--- src/rtl/control_unit.sv ---
// control_unit: opcode decoder for the 8-bit CPU.
// Maps opcode and zero_flag to ALU select, immediate select, register write
// enable and PC jump enable. All outputs are registered, so they follow the
// sampled instruction by one clock. A HLT instruction latches a sticky halted
// state. From then on every opcode decodes as NOP until rst is asserted.
module control_unit (
    input  logic       clk,
    input  logic       rst,
    input  logic [3:0] opcode,
    input  logic       zero_flag,
    output logic [3:0] alu_op,
    output logic       use_immediate,
    output logic       write_enable,
    output logic       jmp_enable
);

    typedef enum logic {
        ST_RUN    = 1'b0,
        ST_HALTED = 1'b1
    } state_t;

    localparam logic [3:0] OP_NOP  = 4'b0000;
    localparam logic [3:0] OP_ADD  = 4'b0001;
    localparam logic [3:0] OP_SUB  = 4'b0010;
    localparam logic [3:0] OP_AND  = 4'b0011;
    localparam logic [3:0] OP_OR   = 4'b0100;
    localparam logic [3:0] OP_XOR  = 4'b0101;
    localparam logic [3:0] OP_NOT  = 4'b0110;
    localparam logic [3:0] OP_SHL  = 4'b0111;
    localparam logic [3:0] OP_SHR  = 4'b1000;
    localparam logic [3:0] OP_ADDI = 4'b1001;
    localparam logic [3:0] OP_SUBI = 4'b1010;
    localparam logic [3:0] OP_LDI  = 4'b1011;
    localparam logic [3:0] OP_JZ   = 4'b1100;
    localparam logic [3:0] OP_JNZ  = 4'b1101;
    localparam logic [3:0] OP_JMP  = 4'b1110;
    localparam logic [3:0] OP_HLT  = 4'b1111;

    // ALU function codes. ALU_PASSB forwards operand B for LDI.
    localparam logic [3:0] ALU_NONE  = 4'b0000;
    localparam logic [3:0] ALU_ADD   = 4'b0001;
    localparam logic [3:0] ALU_SUB   = 4'b0010;
    localparam logic [3:0] ALU_PASSB = 4'b1001;

    state_t     state_r;
    state_t     state_next_s;

    logic [3:0] alu_op_s;
    logic       use_immediate_s;
    logic       write_enable_s;
    logic       jmp_enable_s;

    // Halt-state register: rst is the only way to leave the halted state.
    always_ff @(posedge clk or posedge rst) begin
        if (rst) begin
            state_r <= ST_RUN;
        end else begin
            state_r <= state_next_s;
        end
    end

    // Next-state logic: enter the halted state when HLT is sampled while running.
    always_comb begin
        state_next_s = state_r;
        case (state_r)
            ST_RUN: begin
                if (opcode == OP_HLT) begin
                    state_next_s = ST_HALTED;
                end else begin
                    state_next_s = ST_RUN;
                end
            end
            ST_HALTED: state_next_s = ST_HALTED;
            default:   state_next_s = ST_RUN;
        endcase
    end

    // Output decode: the opcode table, forced to NOP while halted.
    always_comb begin
        alu_op_s        = ALU_NONE;
        use_immediate_s = 1'b0;
        write_enable_s  = 1'b0;
        jmp_enable_s    = 1'b0;
        if (state_r == ST_HALTED) begin
            alu_op_s        = ALU_NONE;
            use_immediate_s = 1'b0;
            write_enable_s  = 1'b0;
            jmp_enable_s    = 1'b0;
        end else begin
            case (opcode)
                OP_ADD, OP_SUB, OP_AND, OP_OR, OP_XOR,
                OP_NOT, OP_SHL, OP_SHR: begin
                    // Register-register ops: ALU code equals the opcode.
                    alu_op_s       = opcode;
                    write_enable_s = 1'b1;
                end
                OP_ADDI: begin
                    alu_op_s        = ALU_ADD;
                    use_immediate_s = 1'b1;
                    write_enable_s  = 1'b1;
                end
                OP_SUBI: begin
                    alu_op_s        = ALU_SUB;
                    use_immediate_s = 1'b1;
                    write_enable_s  = 1'b1;
                end
                OP_LDI: begin
                    alu_op_s        = ALU_PASSB;
                    use_immediate_s = 1'b1;
                    write_enable_s  = 1'b1;
                end
                OP_JZ: begin
                    use_immediate_s = 1'b1;
                    jmp_enable_s    = zero_flag;
                end
                OP_JNZ: begin
                    use_immediate_s = 1'b1;
                    jmp_enable_s    = ~zero_flag;
                end
                OP_JMP: begin
                    use_immediate_s = 1'b1;
                    jmp_enable_s    = 1'b1;
                end
                OP_NOP, OP_HLT: begin
                    alu_op_s = ALU_NONE;
                end
                default: begin
                    alu_op_s = ALU_NONE;
                end
            endcase
        end
    end

    // Output registers: one cycle of decode latency, cleared asynchronously.
    always_ff @(posedge clk or posedge rst) begin
        if (rst) begin
            alu_op        <= 4'b0000;
            use_immediate <= 1'b0;
            write_enable  <= 1'b0;
            jmp_enable    <= 1'b0;
        end else begin
            alu_op        <= alu_op_s;
            use_immediate <= use_immediate_s;
            write_enable  <= write_enable_s;
            jmp_enable    <= jmp_enable_s;
        end
    end

endmodule

--- config.mk ---
export PLATFORM = sky130hd
export DESIGN_NAME = control_unit
export DESIGN_NICKNAME = d
export VERILOG_FILES = /design/src/rtl/control_unit.sv
export SDC_FILE = /design/constraint.sdc
export NUM_CORES = 1
export LEC_CHECK = 0
export CAP_MARGIN = 20
export CORE_AREA = 8 8 45 47
export DETAILED_ROUTE_END_ITERATION = 16
export DIE_AREA = 0 0 53 55
export GPL_ROUTABILITY_DRIVEN = 0
export GPL_TIMING_DRIVEN = 1
export PLACE_DENSITY_LB_ADDON = 0.15
export SLEW_MARGIN = 10
export SYNTH_ARGS = -nofsm -noshare
export SYNTH_HDL_FRONTEND = slang
export SYNTH_SLANG_ARGS = --single-unit
--- constraint.sdc ---
create_clock -name clk -period 1.2 [get_ports clk]
set_clock_uncertainty 0.05 [all_clocks]
set_input_delay 0.24 -clock clk [delete_from_list [all_inputs] [get_ports clk]]
set_output_delay 0.24 -clock clk [all_outputs]
set_load 0.005 [all_outputs]
==> results of run 1 <==
## sequential cells by signal, indices dropped and copies added (netlist names)
register and cells:
alu_op 4, jmp_enable 1, write_enable 1, state_r 1
use_immediate 1
## report_power, final
group	internal, mW	switching (mW)	total [mW]
sequential	0.277	0.00432	0.281
clock	0.114	0.0865	0.201
combinational	0.0353	0.0295	0.0647
total	0.426	0.120	0.547
## logic make-up after synthesis
family,synth area share (%)
AOI/OAI and AO/OA,10.56
and+or+nand+nor,21.13
xor gates and xnor gates,2.465
buffers and inverters,9.506
DFF,56.34
## worst max-delay path by stage
stage               slack (ps)  depth (start not counted)                   start                      to
floorplan                  290                          2               opcode[2]  write_enable$_DFF_PP0_
global placement          -190                          2               opcode[3]  write_enable$_DFF_PP0_
detailed placement        -190                          2               opcode[3]  write_enable$_DFF_PP0_
CTS                         20                          1  write_enable$_DFF_PP0_            write_enable
global route                 2                          1     alu_op[2]$_DFF_PP0_               alu_op[2]
finish                      40                          1     alu_op[0]$_DFF_PP0_               alu_op[0]
## stage by stage
step / total power, mW / worst slack [ps] / utilization [%] / setup TNS [ps]
6_report: 0.5465 / 43.23 / 36.17 / 0
4_1_cts: 0.5534 / 16.17 / 35.90 / 0
3_3_place_gp: 0.3533 / -189.2 / 34.90 / -838.0
2_1_floorplan: 0.3227 / 294.9 / - / 0
5_1_grt: 0.5772 / 1.758 / 36.17 / 0
3_5_place_dp: 0.3544 / -189.1 / 34.90 / -834.0
## layer usage
layer | vias to the layer above | routed length, um | GRT usage, %
met5 | - | 0 | 0
met4 | 0 | 51 | 10.34
met2 | 15 | 275 | 7.617
met3 | 5 | 68 | 1.604
li1 | 129 | - | -
met1 | 120 | 315 | 5.891
## synth_stat cells
cell,number,share of area (%)
and2_1,1,1.8
dfrtp_1,8,56
o21ai_0,2,2.8
xor2_1,1,2.5
nor3b_1,1,2.1
nor3_1,4,5.6
buf_6,2,6.3
buf_4,1,2.1
and3_2,1,2.1
inv_1,1,1.1
nand2b_1,1,1.8
a21oi_1,1,1.4
o41a_1,1,3.2
nand2_1,1,1.1
nor4b_2,1,4.2
and3b_1,1,2.5
a41o_2,1,3.2
## area by class of cell
type	instances	area (sq um)
clock buffers	3	22.52
fillers	146	883.3
inverters	1	3.754
multi-input cells	17	121.4
flip-flops and latches	8	200.2
well taps	16	20.02
repair buffers	14	132.6
## what timing repair did
action / CTS / global route
resized for setup: 7 / 2
setup endpoints to repair: 7 / 2
gates cloned: 0 / 0
==> metrics.txt, run 1 <==
outcome finished clean; via count 269; clock sink count 8; CTS tree done; pwr/cell area 1092 mW/mm^2; non-filler instance count after layout 59; grt total ovfl 0; Hold Crit Class in -> async; total of max-cap violations 0; Die Span Y 55 um; Post-Syn Area 355.3 sq um; VDD IR max 360.8 uV; Via density 4.559; Worst Path Required 910 ps; CP startpoint kind flop; n_diodes 0; most common cell after layout, fill and taps aside dfrtp_1; CP Capture Type primary output; distinct cell type count after synthesis 17; # Post-CTS Setup Buffers 0; register area share after synthesis 56.34%; Synth Warn # 0; Die W 53 um; vias in the first global route 272; clk_lat worst skew 250 ps; crit-path cells dlygate4sd2_1; Finish-stage setup viols 0; TritonRoute pass-1 iters 3; Initial Util 25.68%; pin count of the biggest net entering global routing 10; reg2reg setup slack 270 ps; cell family with most CP delay flip-flops; DRC Markers 0; Least-Margin Pin Slew 294.2 ps; RSZ-0062 raised after global routing false; layout cells sized above 1 16.28%; WL final 711 um; GRT Overall Usage 5.889%; final instance area 500.5 sq um; maximum root-to-sink buffer count 2; IO Pins 14; CP bufs+invs 1; final hold violation count 0; area grow syn2layout 40.84%; fmax 864.5 MHz; post-DP HPWL 555.2 um; initial antenna violation count 0; Synth Net Count 36; clk slew on worst S/H paths 50 ps; routed len/inst 12.05 um; Crit Path Category reg -> out; Final min period 1157 ps; Nets 52; Area after DPL 483.0 sq um; CP Max Fanout 1; DRT iter0 DRCs 3; Data arrival, critical path 870 ps; die footprint 0.002915 sq mm; Cell Rows 14; Avg Inst Size Synth 12.25 sq um; Root Buffer Master clkbuf_4; placed cells 56; r2r startpoint state_r$_DFF_PP0_; fin. max-slew vios 0; Core Box Area 0.001384 sq mm; Static Leak 0.2563 nW; Hold WS 183.9 ps; Post-Synthesis Cells 29; critical path's slowest cell dfrtp_1; register bit total from synthesis 8; period utilisation layout 96.40%; Max-slew headroom 80.35%; first-pass GRT wire length 1.152 mm; R2R Path End use_immediate$_DFF_PP0_; commonest cells after routing, fill and taps aside dfrtp_1 (8), dlygate4sd2_1 (6), clkdlybuf4s50_1 (5); H-tree depth 1; Max stage delay on crit path 360 ps; hold_buf cts 0; FF-to-FF path depth 2; Port Buffers 13; post-route ant nets 0; Num CTS Buffers 3
(Power assumes the default switching activity.)
==> inputs of run 2 (changes only) <==
--- a/config.mk
+++ b/config.mk
@@ -9,6 +9,7 @@
 export CORE_AREA = 8 8 45 47
 export DETAILED_ROUTE_END_ITERATION = 16
 export DIE_AREA = 0 0 53 55
+export DONT_BUFFER_PORTS = 1
 export GPL_ROUTABILITY_DRIVEN = 0
 export GPL_TIMING_DRIVEN = 1
 export PLACE_DENSITY_LB_ADDON = 0.15
==> run 2 against run 1 <==
Clock power hardly changed; register-to-register slack lost 30 ps; worst setup slack gained 190 ps; worst hold slack got worse by 170 ps; cell count fell by 20%; flip-flop and latch count is the same; critical path type is now reg -> reg; largest cell class unchanged; highest routed layer unchanged.
==> metrics.txt, run 2 (synthesis gave the netlist of run 1 again) <==
Sequential Power Share 55.0% (+3.6 points); Top reg by flops alu_op; Setup TNS Final 0 ps (unchanged); met1 Use GR 5.385% (-0.51 points); n_diodes 0 (unchanged); Worst Path Required 1310 ps (+400 ps); area grow syn2layout 9.155%; die footprint 0.002915 sq mm (unchanged); CP startpoint kind flop; FF-to-FF path depth 2 (unchanged); via count 218 (-19%); Comb power frac 5.5% (-6.3 points); fin. max-slew vios 0 (unchanged); CTS tree done; clock share of power 39.4% (+2.7 points); final hold violation count 0 (unchanged); total of max-cap violations 0 (unchanged); Tot Pwr 513.6 uW (-6.0%); Hold Crit Class in -> reg; RSZ-0062 raised after global routing false; non-filler instance count after layout 47 (-20%); layout cells sized above 1 19.35% (+3.1 points); Die Span Y 55 um (unchanged); TritonRoute pass-1 iters 4 (+1); Port Buffers 0 (-13); IO Pins 14 (unchanged); Num CTS Buffers 3 (unchanged); hold_buf cts 2 (+2); CP Max Fanout 6 (+5); # Post-CTS Setup Buffers 0 (unchanged); post-DP HPWL 538.2 um (-3.1%); WL final 725 um (+2.0%); outcome finished clean; Static Leak 0.1735 nW (-32%); GR peak layer met4; period utilisation layout 80.16% (-16 points); clk_lat worst skew 250 ps (about the same); routed len/inst 15.43 um (+28%); first-pass GRT wire length 1.104 mm (-4.2%); final instance area 387.9 sq um (-23%); VDD IR max 309.7 uV (-14%); CP Capture Type flop; placed cells 42 (-25%); pin count of the biggest net entering global routing 10 (unchanged); clk slew on worst S/H paths 50 ps (about the same); crit path capture use_immediate$_DFF_PP0_; initial antenna violation count 0 (unchanged); final core occ 28.03% (-8.1 points); Initial Util 25.68% (unchanged); Max-slew headroom 79.61% (-0.74 points); r2r startpoint state_r$_DFF_PP0_; Least-Margin Pin Slew 305.5 ps (+11.26 ps); Final min period 962.0 ps (-194.8 ps); post-route ant nets 0 (unchanged); DRC Markers 0 (unchanged); Data arrival, critical path 1070 ps (+200 ps); Core Box Area 0.001384 sq mm (unchanged); maximum root-to-sink buffer count 2 (unchanged); sw frac 20.72% (-1.3 points); most common cell after layout, fill and taps aside dfrtp_1; Finish-stage setup viols 0 (unchanged); Nets 40 (-23%); met2 track demand over resource 6.445% (-1.2 points); max reg flops 4 (unchanged); hold path depth 1; fmax 1040 MHz (+20%); H-tree depth 1 (unchanged); grt total ovfl 0 (unchanged); NetSw 106.4 uW (-12%); met3 Track Usage GR 4.011% (+2.4 points); Area after DPL 345.3 sq um (-28%); post_cts resized 0 (-7); R2R Path End use_immediate$_DFF_PP0_; reg2reg setup slack 240 ps (-30 ps); DRT iter0 DRCs 10 (+7); vias in the first global route 235 (-14%); Critical Path Start state_r$_DFF_PP0_; Crit Path Category reg -> reg; Root Buffer Master clkbuf_4; Die W 53 um (unchanged); GRT Overall Usage 5.543% (-0.35 points); Cell Rows 14 (unchanged); pwr/cell area 1324 mW/mm^2 (+21%); clock sink count 8 (unchanged); Int Power 407.2 uW (-4.5%); Via density 4.638 (+1.7%); commonest cells after routing, fill and taps aside dfrtp_1 (8), nor3_1 (4), clkbuf_4 (3)
run 2: metal layers:
metal | up-vias | share of wire (%)
met1 | 96 | 39
met2 | 12 | 40
met4 | 0 | 2.6
met5 | - | 0
li1 | 108 | -
met3 | 2 | 18
run 2: how the worst min path moves through the flow:
stage,start,to,slack [ps]
2_1_floorplan,rst,alu_op[0]$_DFF_PP0_,6
3_3_place_gp,rst,alu_op[3]$_DFF_PP0_,40
3_5_place_dp,rst,use_immediate$_DFF_PP0_,50
4_1_cts,opcode[2],alu_op[3]$_DFF_PP0_,2
5_1_grt,opcode[2],alu_op[3]$_DFF_PP0_,10
6_report,opcode[2],alu_op[3]$_DFF_PP0_,10
run 2: metrics by stage:
stage / hold WS (ps) / setup WS [ps]
final: 10.92 / 238.0
after global routing: 9.501 / 157.3
after CTS: 2.425 / 232.4
after detailed placement: 47.63 / 258.0
after global placement: 43.39 / 257.6
after floorplan: 5.658 / 294.9
run 2: cell type report:
type / count / area [sq um]
Multi-Input combinational cell: 17 / 121.4
Fill cell: 142 / 996.0
Inverter: 1 / 3.754
Tap cell: 16 / 20.02
Sequential cell: 8 / 200.2
Timing Repair Buffer: 2 / 20.02
Clock buffer: 3 / 22.52
run 2: critical path, cell delays in order (launching register included):
cell	delay, ps
dfrtp_1	440
nand2b_1	190
nor3_1	200
run 2: power by group through the flow:
stage               Sequential (mW)  Combinational [mW]  Clock (mW)
CTS                           0.283              0.0291       0.214
floorplan                     0.286              0.0371           0
global placement              0.287              0.0235           0
detailed placement            0.287              0.0238           0
global route                  0.283              0.0324       0.226
finish                        0.283              0.0284       0.203
